$ cat src/rtl/max_pool_2x2.sv
// 2x2 stride-2 signed max pooling over a raster-order feature map.
// Even rows fold column pairs into a line buffer; odd rows combine the
// current pair with the buffered pair and emit one registered result.
module max_pool_2x2 #(
  parameter int IN_W = 5,
  parameter int IN_H = 5
) (
  input  logic               clk,
  input  logic               rst_n,
  input  logic               clear,
  input  logic               in_valid,
  input  logic signed [15:0] in_data,
  output logic               out_valid,
  output logic signed [15:0] out_data,
  output logic               done
);

  localparam int OUT_W = IN_W / 2;
  localparam int CW    = (IN_W > 1) ? $clog2(IN_W) : 1;
  localparam int RW    = (IN_H > 1) ? $clog2(IN_H) : 1;
  localparam int LB_N  = (OUT_W > 0) ? OUT_W : 1;
  localparam int LBW   = (LB_N > 1) ? $clog2(LB_N) : 1;
  localparam bit W_ODD = (IN_W % 2) != 0;
  localparam bit H_ODD = (IN_H % 2) != 0;
  localparam logic [CW-1:0] COL_LAST = CW'(IN_W - 1);
  localparam logic [RW-1:0] ROW_LAST = RW'(IN_H - 1);

  typedef enum logic [0:0] {
    RUN  = 1'b0,
    DONE = 1'b1
  } state_t;

  state_t             state_q, state_d;
  logic [CW-1:0]      col_q, col_d;
  logic [RW-1:0]      row_q, row_d;
  logic signed [15:0] pair_q;
  logic               out_valid_q;
  logic signed [15:0] out_data_q;
  logic signed [15:0] lb_q [LB_N];

  logic               accept;
  logic               col_last;
  logic               row_last;
  logic               in_window;
  logic               pair_we;
  logic               lb_we;
  logic               emit;
  logic [LBW-1:0]     lb_idx;
  logic signed [15:0] lb_rd;
  logic signed [15:0] pair_max;
  logic signed [15:0] win_max;

  // Beat acceptance, raster position update and pooling datapath.
  always_comb begin
    accept   = in_valid && (state_q == RUN) && !clear;
    col_last = (col_q == COL_LAST);
    row_last = (row_q == ROW_LAST);
    // Trailing odd column / odd row samples advance position but never pool.
    in_window = (!W_ODD || !col_last) && (!H_ODD || !row_last);

    col_d   = col_q;
    row_d   = row_q;
    state_d = state_q;
    if (clear) begin
      col_d   = '0;
      row_d   = '0;
      state_d = RUN;
    end else if (accept) begin
      if (col_last) begin
        col_d = '0;
        row_d = row_q + 1'b1;
        if (row_last) begin
          state_d = DONE;
        end
      end else begin
        col_d = col_q + 1'b1;
      end
    end

    pair_we  = accept && in_window && !col_q[0];
    lb_we    = accept && in_window && col_q[0] && !row_q[0];
    emit     = accept && in_window && col_q[0] && row_q[0];
    lb_idx   = LBW'(col_q >> 1);
    lb_rd    = lb_q[lb_idx];
    pair_max = (pair_q > in_data) ? pair_q : in_data;
    win_max  = (lb_rd > pair_max) ? lb_rd : pair_max;
  end

  // Control state, position counters, pair register and output register.
  always_ff @(posedge clk or negedge rst_n) begin
    if (!rst_n) begin
      state_q     <= RUN;
      col_q       <= '0;
      row_q       <= '0;
      pair_q      <= '0;
      out_valid_q <= 1'b0;
      out_data_q  <= '0;
    end else begin
      state_q     <= state_d;
      col_q       <= col_d;
      row_q       <= row_d;
      out_valid_q <= emit;
      if (pair_we) begin
        pair_q <= in_data;
      end
      if (emit) begin
        out_data_q <= win_max;
      end
    end
  end

  // Line buffer of even-row pair maxima; always written before it is read.
  always_ff @(posedge clk) begin
    if (lb_we) begin
      lb_q[lb_idx] <= pair_max;
    end
  end

  assign out_valid = out_valid_q;
  assign out_data  = out_data_q;
  assign done      = (state_q == DONE);

endmodule
$ cat config.mk
export PLATFORM = sky130hd
export DESIGN_NAME = max_pool_2x2
export DESIGN_NICKNAME = d
export VERILOG_FILES = /design/src/rtl/max_pool_2x2.sv
export SDC_FILE = /design/constraint.sdc
export NUM_CORES = 1
export LEC_CHECK = 0
export CORE_MARGIN = 3
export CORE_UTILIZATION = 40
export CTS_CLUSTER_SIZE = 8
export DETAILED_ROUTE_END_ITERATION = 6
export PLACE_DENSITY = 0.62
export SKIP_LAST_GASP = 1
export SLEW_MARGIN = 15
export SYNTH_ARGS = -nofsm -noshare
export SYNTH_HDL_FRONTEND = slang
export SYNTH_SLANG_ARGS = --single-unit
$ cat constraint.sdc
create_clock -name clk -period 4.55 [get_ports clk]
set_input_delay 0.455 -clock clk [delete_from_list [all_inputs] [get_ports clk]]
set_output_delay 0.455 -clock clk [all_outputs]
set_load 0.02 [all_outputs]
# [Word-level counts from Yosys, hierarchy flattened]
# Memory sizes are Yosys's and may differ from the RTL's.
# Index checks and enable logic that the tools add are counted.
[classes] add_sub_neg=2 order_cmp=2 n_eq_ne=2 n_mux=14 bitwise_logic=1 reduce_logical=18
[ops] op="$gt A16 B16 Y1" n=2
[ops] op="$mux W16" n=2
[ops] op="$mux W3" n=6
[ops] op="$logic_and A1 B1 Y1" n=8
[ops] op="$add A3 B1 Y3 const B" n=2
[ops] op="$eq A3 B3 Y1 const B" n=2
[ops] op="$mux W1" n=6
[ops] op="$reduce_bool A2 Y1" n=3
[ops] op="$logic_not A1 Y1" n=5
[ops] op="$reduce_and A3 Y1" n=1
[ops] op="$reduce_and A2 Y1" n=1
[ops] op="$not A1 Y1" n=1
[word_totals] reg_bits=40 ramBits=32 in_bits=20 output_inout_bits=18 mem_count=1
[mem_list] name="lb_q" depth=2 word_bits=16 read_ports=1 rd_clocked_by_memory_dff=0 wr=1 line_no="39" text="logic signed [15:0] lb_q [LB_N];"

# [Depth between registers and ports, before layout]
# Gate-level depths: netlist (run 1).
[logic_depth] ltp_word=8 ltp_mapped=18 mapped_depth_nobuf=15

# [Worst setup path after synthesis (run 1)]
# Ideal clock, no wire load.
[synth_timing] path_type="input to register" start="input in_data[1]" end="register out_data_q[10] (netlist: out_data[10])" arrival_time_ns=3.903 t_required_ns=4.454 path_slack_ns=0.551 stages=17 path_buffers=3 path_cell_list="inv_1 -> ha_1 -> nor2b_1 -> o211ai_1 -> a2111o_1 -> a31oi_4 -> buf_8 -> mux2i_1 -> ha_1 -> nand4_1 -> o221ai_1 -> or3_1 -> o31a_1 -> and2_1 -> buf_2 -> buf_6 -> o31ai_1"
[synth_via] elab_chain_cells=4
[synth_rtl] element="start, declared" line_no="12" text="input logic signed [15:0] in_data,"
[synth_rtl] element="$gt A16 B16 Y1" line_no="85" text="pair_max = (pair_q > in_data) ? pair_q : in_data;"
[synth_rtl] element="$mux W16 *" line_no="85"
[synth_rtl] element="$gt A16 B16 Y1" line_no="86" text="win_max = (lb_rd > pair_max) ? lb_rd : pair_max;"
[synth_rtl] element="$mux W16 *" line_no="86"
[synth_rtl] element="end signal, assigned" line_no="107" text="out_data_q <= win_max;"
[synth_rtl] element="end, declared" line_no="38" text="logic signed [15:0] out_data_q;"
# Mark *: on every way between the ends. The rest lies on a longest branch, timed or not.
# A chain may end at the register's enable or synchronous reset.

# [Worst setup path after layout (run 1)]
[layout_timing] start="input in_data[15]" end="register out_data_q[9] (netlist: out_data[9])"
# Same word-level chain as after synthesis.

==> impl_metrics.csv, run 1 <==
group,metric,value,unit
status,outcome,"complete, no violations",
clock_network,postCtsSetupBuffers,0,
route,first_iter_violations,130,
placed_design,pre_cts_ws,-0.343,ns
synthesis,syn_inst,355,
synthesis,synthTopCellsByCount,"40 x dfrtp_1, 40 x inv_1, 36 x ha_1",
clock_network,numClockSinks,72,
hold_path,min_path_type,"in2async",
finish,fill_cells,849,
timing,hold_viol,0,
global_routing,grtUsageMet3,0.0312,
route,first_pass_iters,4,
setup_path,reg2reg_to,"out_data[9]$_DFFE_PN0P_",
synthesis,synth-edff-count,32,
global_routing,first_global_vias,2896,
synthesis,seq_area_frac_synth,0.496,
clock_network,cts_tree,"done",
finish,regArea,1960,um^2
power,finalPower,0.00187,W
placed_design,portBuffers,37,
setup_path,cpPeakStageDelay,0.57,ns
global_routing,grt_max_degree,41,
route,ant_nets,0,
synthesis,syn_avg_cell_area,11.1,um^2
power,swShare,0.300,
clock_network,numCtsBuffers,9,
power,p_leak,2.21,nW
setup_path,r2r_cells,16,
power,clkPwrFrac,0.301,
timing,finalCritPeriodShare,0.967,
finish,multiInputGateArea,1780,um^2
floorplan,die_area,11100,um^2
setup_path,rr_startpoint,"pair_q[15]$_DFFE_PN0P_",
floorplan,row_count,35,
timing,slew_violations,0,
setup_path,worstPathArrival,4.64,ns
floorplan,start_util,0.420,
floorplan,core,9420,um^2
clock_network,root_buffer,"clkbuf_8",
synthesis,syn_area,3960,um^2
synthesis,yosys.area.top_type,"dfrtp_1",
setup_path,rrSetupSlack,0.42,ns
route,drc,0,
global_routing,grt-ovfl-total,0,
global_routing,grtUsageMet1,0.227,
synthesis,synth_fp_nets,411,
timing,finalWorstSetupSlack,0.150,ns
timing,fin_hold_ws,0.261,ns
synthesis,yosys.area.top_type_share,0.253,
power,power_density,378,nW/um^2
power,power_frac_comb,0.292,
power,p_seq_frac,0.408,
global_routing,track_usage,0.166,
clock_network,clock_latency,0.35,ns
finish,final_cells,560,
timing,worst_pin_slew,0.969,ns
clock_network,holdBufCountCts,0,
route,routed_wl,8.87,mm
global_routing,antenna_found_initial,0,
clock_network,htreeDepth,3,
setup_path,startpoint_type,"input port",
power,p_int,0.00131,W
clock_network,clk_pin_slew,0.08,ns
timing,setup_viol,0,
synthesis,yosysUniqueCellTypes,44,
setup_path,cp_data_required_time,4.79,ns
synthesis,async_reset_ff_frac,0.556,
finish,antenna_cells,0,
setup_path,end_kind,"flip-flop",
synthesis,yosysWarnings,0,
placed_design,hpwlAfterDp,6.40,mm
global_routing,busiest_layer,"met2",
route,wl_per_cell,15.8,um
route,via_per_inst,5.09,
timing,finClkSkew,0.0102,ns
timing,layout_min_cycle_time,4.40,ns
setup_path,worstSetupPathType,"in2reg",
power,p_switching,0.000560,W
placed_design,postPlaceCellArea,4670,um^2
floorplan,fp.dieW,105,um
finish,drive_gt1_frac,0.174,
placed_design,dp_cells,540,
synthesis,synth_top_cells_by_area,"dfrtp_1 25%, edfxtp_1 24%, ha_1 11%, mux2i_1 4.6%, mux2_2 4.6%",
placed_design,place.gp.congestion,0.815,
finish,area_delta_synth_final,24.7,%
setup_path,crit_path_cell_trace,"clkdlybuf4s50_1, inv_1, ha_1, nand4_1, or4_1, o21ai_0, a31oi_4, buf_12, buf_4, mux2i_1, ha_1, nor2b_1, o211ai_1, a21boi_1, o31a_1, and2_1, buf_4, o31ai_1",
finish,design_area,4940,um^2
timing,max_freq,227,MHz
clock_network,cts_buffer_depth,2,
floorplan,die_h,105,um
setup_path,worstPathMaxFanout,13,
timing,slew_headroom,0.354,
finish,nets,482,
synthesis,synth-main-ff-cell,"dfrtp_1",
run,cap_violations,0,
global_routing,use_met2,0.264,
route,vias,2850,
setup_path,cp_slowest_cell,"or4_1",
clock_network,ctsResizeCount,0,
floorplan,pin_count,38,
power,vdd_ir_drop_max,0.152,mV
timing,rsz0062_at_grt,"false",
synthesis,ys_ff_latch,72,
global_routing,grt_pass1_wl,14.5,mm
==> logic make-up after synthesis <==
logic type                 Yosys count  share of synthesized area
AOI/OAI and AO/OA                   80                      0.142
and+or+nand+nor                     76                     0.0955
DFF                                 72                      0.496
buffers and inverters               55                     0.0572
adders and majority gates           36                      0.114
muxes                               34                     0.0911
xor gates and xnor gates             2                    0.00443
==> cells in the final DEF (no fill, tap or decap), types with 2 or more instances in the layout <==
master,n
ha_1,36
mux2_2,16
mux2i_1,18
buf_4,37
inv_1,40
o21ai_0,19
a41oi_1,15
nand3_1,2
nor2b_1,3
and2_1,16
nand4_1,6
a211oi_1,2
nor3_2,2
a21oi_1,14
edfxtp_1,32
nor2_1,10
dfrtp_1,40
clkinv_2,3
clkbuf_8,10
o31ai_1,16
o21a_1,2
clkdlybuf4s50_1,36
nand2b_1,2
o211ai_1,2
nand2_1,29
bufinv_16,2
==> state kept, by name (all words and copies together), names as in the netlist <==
signal     flops
lb_q          32
out_data      16
pair_q        16
col_q          3
row_q          3
done           1
out_valid      1
==> critical path: cells and delay by family <==
kind / cells / cell delay [ns]
AOI/OAI and AO/OA: 6 / 1.15
adders and majority gates: 2 / 0.61
buffers and inverters: 5 / 1.06
muxes: 1 / 0.30
and+or+nand+nor: 4 / 1.06
==> area by class of cell <==
class,instances,area share
clock buffer,10,0.0279
multi-input combinational,228,0.360
timing repair buffer,75,0.134
clock inverter,6,0.0167
tap,129,0.0327
sequential,72,0.397
inverter,40,0.0304
==> per-layer routing <==
| metal | part of all wire | wire length (um) |
|---|---|---|
| met1 | 0.49 | 4310 |
| met2 | 0.47 | 4200 |
| met3 | 0.027 | 243 |
| met4 | 0.012 | 107 |
| met5 | 0 | 0 |
==> power by group through the flow <==
stage | sequential [W] | clock, W | combinational (W)
floorplan | 0.000767 | 0 | 0.000314
global placement | 0.000774 | 0 | 0.000508
detailed placement | 0.000775 | 0 | 0.000518
CTS | 0.000761 | 0.000580 | 0.000522
global route | 0.000766 | 0.000603 | 0.000605
finish | 0.000761 | 0.000561 | 0.000545
==> worst max-delay path by stage <==
stage                           start                       end  slack [ns]  cells after the start
after floorplan            in_data[1]  out_data[10]$_DFFE_PN0P_        0.55                     17
after global placement    in_data[11]   out_data[1]$_DFFE_PN0P_       -0.27                     15
after detailed placement  in_data[11]   out_data[9]$_DFFE_PN0P_       -0.34                     15
after CTS                 in_data[10]   out_data[9]$_DFFE_PN0P_        0.01                     15
after global routing      in_data[10]   out_data[1]$_DFFE_PN0P_        0.04                     18
final                     in_data[15]   out_data[9]$_DFFE_PN0P_        0.15                     18
==> metrics by stage <==
step | util | TNS, ns
after floorplan | - | 0
after global placement | 0.496 | -4.11
after detailed placement | 0.496 | -4.83
after CTS | 0.520 | 0
after global routing | 0.524 | 0
final | 0.524 | 0
Note: power is estimated with default switching activity, not from simulation.
==> run 2: changes to the inputs <==
--- a/config.mk
+++ b/config.mk
@@ -11,7 +11,7 @@
 export DETAILED_ROUTE_END_ITERATION = 6
 export PLACE_DENSITY = 0.62
 export SKIP_LAST_GASP = 1
-export SLEW_MARGIN = 15
+export SLEW_MARGIN = 25
 export SYNTH_ARGS = -nofsm -noshare
 export SYNTH_HDL_FRONTEND = slang
 export SYNTH_SLANG_ARGS = --single-unit
==> constraint.sdc (replaced) <==
create_clock -name clk -period 5.45 [get_ports clk]
set_input_delay 0.545 -clock clk [delete_from_list [all_inputs] [get_ports clk]]
set_output_delay 0.545 -clock clk [all_outputs]
set_load 0.02 [all_outputs]
==> run 2 against run 1 <==
Net effect:
- sequential share of layout area rose by 1.7 points
- die area unchanged
- core utilization down 2.2 points
- clock skew up 0.0014 ns
- via count decreased by 2.6%
- clock-buffer cell count down 1
- flip-flop and latch count unchanged
- design area is 4.2% lower
- worst hold slack worse by 0.078 ns
- worst setup slack better by 0.51 ns
- critical path type unchanged
==> impl_metrics.csv, run 2 (synthesis gave the netlist of run 1 again) <==
group,metric,value,unit
global_routing,grt_pass1_wl,14.2,mm
clock_network,numCtsBuffers,9,
global_routing,grtUsageMet1,0.215,
timing,slew_violations,0,
setup_path,worstSetupPathType,"in2reg",
setup_path,cp_data_required_time,5.68,ns
placed_design,portBuffers,37,
timing,max_freq,209,MHz
finish,largest_reg_flops,32,
run,cap_violations,0,
timing,worst_pin_slew,0.916,ns
floorplan,die_h,105,um
power,p_leak,2.08,nW
global_routing,busiest_layer,"met2",
clock_network,clock_latency,0.34,ns
timing,rsz0062_at_grt,"false",
clock_network,clk_pin_slew,0.08,ns
setup_path,crit_path_cell_trace,"clkdlybuf4s50_1, inv_1, ha_1, nor2b_1, o211ai_1, a2111o_1, a31oi_4, buf_4, mux2i_1, ha_1, a21oi_1, o221ai_1, or3_1, o31a_1, buf_4, a41oi_1, o31ai_1",
route,ant_nets,0,
global_routing,grt-ovfl-total,0,
power,vdd_ir_drop_max,0.135,mV
clock_network,cts_buffer_depth,2,
route,first_pass_iters,4,
finish,fill_cells,852,
setup_path,critPathTopFamily,"compound AO/OA/AOI/OAI gates",
finish,multiInputGateArea,1790,um^2
setup_path,reg2reg_to,"out_data[10]$_DFFE_PN0P_",
route,via_per_inst,5.18,
setup_path,end_kind,"flip-flop",
power,power_density,307,nW/um^2
floorplan,die_area,11100,um^2
clock_network,numClockSinks,72,
global_routing,track_usage,0.162,
clock_network,cts_tree,"done",
route,vias,2776,
setup_path,cpPeakStageDelay,0.48,ns
setup_path,worstPathMaxFanout,11,
finish,top_register,"lb_q",
setup_path,rr_startpoint,"pair_q[1]$_DFFE_PN0P_",
setup_path,critPathBufInv,4,
setup_path,rrSetupSlack,1.00,ns
finish,regArea,1960,um^2
timing,setup_viol,0,
floorplan,fp.dieW,105,um
finish,final_cell_mix,"40 x inv_1, 40 x dfrtp_1, 36 x ha_1, 36 x clkdlybuf4s50_1, 32 x edfxtp_1",
timing,finalWorstSetupSlack,0.665,ns
global_routing,grtUsageMet3,0.0282,
global_routing,first_global_vias,2809,
setup_path,cp_slowest_cell,"clkdlybuf4s50_1",
route,first_iter_violations,89,
global_routing,use_met2,0.267,
timing,finClkSkew,0.0116,ns
clock_network,htreeDepth,3,
floorplan,pin_count,38,
placed_design,place.gp.congestion,0.832,
finish,nets,458,
placed_design,hpwlAfterDp,6.40,mm
floorplan,core,9420,um^2
route,routed_wl,8.71,mm
floorplan,row_count,35,
placed_design,pre_cts_ws,0.332,ns
finish,antenna_cells,0,
clock_network,postCtsSetupBuffers,0,
timing,finalCritPeriodShare,0.878,
global_routing,antenna_found_initial,0,
timing,slew_headroom,0.389,
route,wl_per_cell,16.3,um
global_routing,grt_max_degree,41,
floorplan,start_util,0.420,
setup_path,r2r_cells,15,
clock_network,ctsResizeCount,0,
clock_network,holdBufCountCts,0,
timing,hold_viol,0,
route,drc,0,
status,outcome,"complete, no violations",
finish,drive_gt1_frac,0.125,
timing,tns,0,ns
hold_path,min_path_type,"in2async",
setup_path,worstPathArrival,5.01,ns
timing,layout_min_cycle_time,4.78,ns
setup_path,startpoint_type,"input port",
clock_network,root_buffer,"clkbuf_8",
finish,area_delta_synth_final,19.5,%
==> run 2: worst max-delay path by stage <==
stage	from	endpoint	cells past startpoint
after detailed placement	in_data[1]	out_data[8]$_DFFE_PN0P_	17
after CTS	in_data[1]	out_data[1]$_DFFE_PN0P_	17
after global routing	in_data[15]	out_data[1]$_DFFE_PN0P_	17
final	in_data[1]	out_data[10]$_DFFE_PN0P_	17
after floorplan	in_data[1]	out_data[10]$_DFFE_PN0P_	17
after global placement	in_data[1]	out_data[12]$_DFFE_PN0P_	16
==> run 2: power by group <==
group          internal [W]  switching (W)
combinational      0.000161       0.000235
sequential         0.000612      0.0000238
clock              0.000211       0.000207
==> run 2: per-layer routing <==
metal | vias to the layer above | routed length, um
met5 | - | 0
met4 | 0 | 119
met3 | 10 | 271
met2 | 47 | 4290
met1 | 1330 | 4030
li1 | 1389 | -
==> run 2: per-stage QoR <==
stage	cell area, um^2	cells	power [W]	hold slack, ns	util
2_1_floorplan	3960	355	0.000902	0.249	-
3_3_place_gp	4520	520	0.00103	0.491	0.480
3_5_place_dp	4530	520	0.00104	0.504	0.481
4_1_cts	4730	536	0.00146	0.382	0.502
5_1_grt	4730	536	0.00154	0.222	0.502
6_report	4730	536	0.00145	0.183	0.502
==> run 2: cell type report <==
class                   count  share of cell area
clock inverters             7              0.0153
multi-input cells         228               0.378
repair buffers             51               0.100
clock buffers               9              0.0262
flip-flops and latches     72               0.415
well taps                 129              0.0341
inverters                  40              0.0317
==> run 3: changes to the inputs <==
--- a/config.mk
+++ b/config.mk
@@ -9,6 +9,7 @@
 export CORE_UTILIZATION = 40
 export CTS_CLUSTER_SIZE = 8
 export DETAILED_ROUTE_END_ITERATION = 6
+export MAX_ROUTING_LAYER = met4
 export PLACE_DENSITY = 0.62
 export SKIP_LAST_GASP = 1
 export SLEW_MARGIN = 25
==> run 3 against run 2 <==
Net effect:
- highest routed layer unchanged
- via count shrank 0.40%
- sequential share of layout area unchanged
- clock power barely moved
==> impl_metrics.csv, run 3 (synthesis gave the netlist of run 1 again) <==
group,metric,value,unit
setup_path,crit_path_cell_trace,"clkdlybuf4s50_1, inv_1, ha_1, nor2b_1, o211ai_1, a2111o_1, a31oi_4, buf_4, mux2i_1, ha_1, a21oi_1, o221ai_1, or3_1, o31a_1, buf_4, a41oi_1, o31ai_1",
finish,fill_cells,852,
placed_design,hpwlAfterDp,6.40,mm
clock_network,root_buffer,"clkbuf_8",
power,p_int,0.000985,W
setup_path,worstPathArrival,5.04,ns
finish,nets,458,
finish,antenna_cells,0,
status,outcome,"complete, no violations",
global_routing,grt_max_degree,41,
timing,max_freq,208,MHz
global_routing,grt-ovfl-total,0,
placed_design,postPlaceCellArea,4530,um^2
floorplan,core,9420,um^2
power,p_leak,2.08,nW
route,vias,2765,
setup_path,cp_data_required_time,5.68,ns
timing,worst_pin_slew,0.916,ns
floorplan,die_area,11100,um^2
route,wl_per_cell,16.2,um
clock_network,holdBufCountCts,0,
clock_network,clock_latency,0.34,ns
clock_network,htreeDepth,3,
clock_network,cts_tree,"done",
finish,largest_reg_flops,32,
timing,finClkSkew,0.0119,ns
global_routing,track_usage,0.167,
floorplan,row_count,35,
clock_network,clk_pin_slew,0.08,ns
clock_network,cts_buffer_depth,2,
power,power_density,307,nW/um^2
floorplan,start_util,0.420,
clock_network,numCtsBuffers,9,
placed_design,place.gp.congestion,0.844,
power,power_frac_comb,0.273,
floorplan,fp.dieW,105,um
finish,design_area,4730,um^2
route,drc,0,
power,clkPwrFrac,0.288,
finish,drive_gt1_frac,0.125,
timing,fin_hold_ws,0.182,ns
clock_network,ctsResizeCount,0,
run,cap_violations,0,
power,p_seq_frac,0.438,
placed_design,dp_cells,520,
setup_path,end_kind,"flip-flop",
setup_path,cp_slowest_cell,"clkdlybuf4s50_1",
finish,final_cell_mix,"40 x inv_1, 40 x dfrtp_1, 36 x ha_1, 36 x clkdlybuf4s50_1, 32 x edfxtp_1",
finish,multiInputGateArea,1790,um^2
setup_path,cpPeakStageDelay,0.48,ns
finish,final_cells,536,
route,routed_wl,8.70,mm
timing,layout_min_cycle_time,4.81,ns
clock_network,postCtsSetupBuffers,0,
global_routing,antenna_found_initial,0,
finish,regArea,1960,um^2
power,finalPower,0.00145,W
floorplan,pin_count,38,
global_routing,grt_pass1_wl,14.2,mm
route,first_pass_iters,4,
placed_design,portBuffers,37,
timing,tns,0,ns
timing,slew_violations,0,
setup_path,worstSetupPathType,"in2reg",
timing,finalCritPeriodShare,0.883,
setup_path,startpoint_type,"input port",
timing,setup_viol,0,
power,swShare,0.321,
setup_path,r2r_cells,15,
timing,rsz0062_at_grt,"false",
global_routing,first_global_vias,2812,
route,first_iter_violations,89,
power,vdd_ir_drop_max,0.136,mV
setup_path,worstPathMaxFanout,11,
route,ant_nets,0,
finish,top_register,"lb_q",
route,via_per_inst,5.16,
timing,slew_headroom,0.389,
timing,hold_viol,0,
floorplan,die_h,105,um
clock_network,numClockSinks,72,
power,p_switching,0.000466,W
hold_path,min_path_type,"in2async",
finish,area_delta_synth_final,19.5,%
-- run 3: worst max-delay path, delay by kind of cell --
kind / cells / cell delay (ns)
buf+inv: 4 / 0.99
mux: 1 / 0.36
simple gates: 2 / 0.48
fa+ha+maj: 2 / 0.61
compound gates: 8 / 2.04
-- run 3: final cells by class --
| type | instances | share of cell area |
|---|---|---|
| timing repair buffer | 51 | 0.100 |
| multi-input combinational | 228 | 0.378 |
| tap | 129 | 0.0341 |
| clock inverter | 7 | 0.0153 |
| sequential | 72 | 0.415 |
| inverter | 40 | 0.0317 |
| clock buffer | 9 | 0.0262 |
-- run 3: power groups by stage --
stage	combinational [W]	sequential [W]	clock (W)
after floorplan	0.000262	0.000641	0
after global placement	0.000381	0.000646	0
after detailed placement	0.000395	0.000648	0
after CTS	0.000398	0.000636	0.000429
after global routing	0.000446	0.000640	0.000454
final	0.000397	0.000636	0.000418
-- run 3: stage by stage --
step | util | setup WS, ns
2_1_floorplan | - | 1.36
3_3_place_gp | 0.480 | 0.150
3_5_place_dp | 0.481 | 0.332
4_1_cts | 0.502 | 0.689
5_1_grt | 0.502 | 0.395
6_report | 0.502 | 0.636
-- run 3: path summary, 6_finish.rpt --
check                                                 to                  start  slack [ns]
worst max-delay path            out_data[10]$_DFFE_PN0P_             in_data[1]        0.64
worst min-delay path                    done$_DFFE_PN0P_                  rst_n        0.18
worst max register to register  out_data[10]$_DFFE_PN0P_  pair_q[1]$_DFFE_PN0P_        0.98
worst min register to register     pair_q[4]$_DFFE_PN0P_  pair_q[4]$_DFFE_PN0P_        0.51
max in group asynchronous        out_data[8]$_DFFE_PN0P_                  rst_n        4.88
min in group clk                   pair_q[4]$_DFFE_PN0P_  pair_q[4]$_DFFE_PN0P_        0.51
-- run 3: layer usage --
| metal | vias up | track usage | part of all wire |
|---|---|---|---|
| met5 | - | - | 0 |
| met4 | 0 | 0.0581 | 0.014 |
| met3 | 10 | 0.0276 | 0.035 |
| met2 | 57 | 0.267 | 0.49 |
| met1 | 1311 | 0.215 | 0.46 |
| li1 | 1387 | - | - |
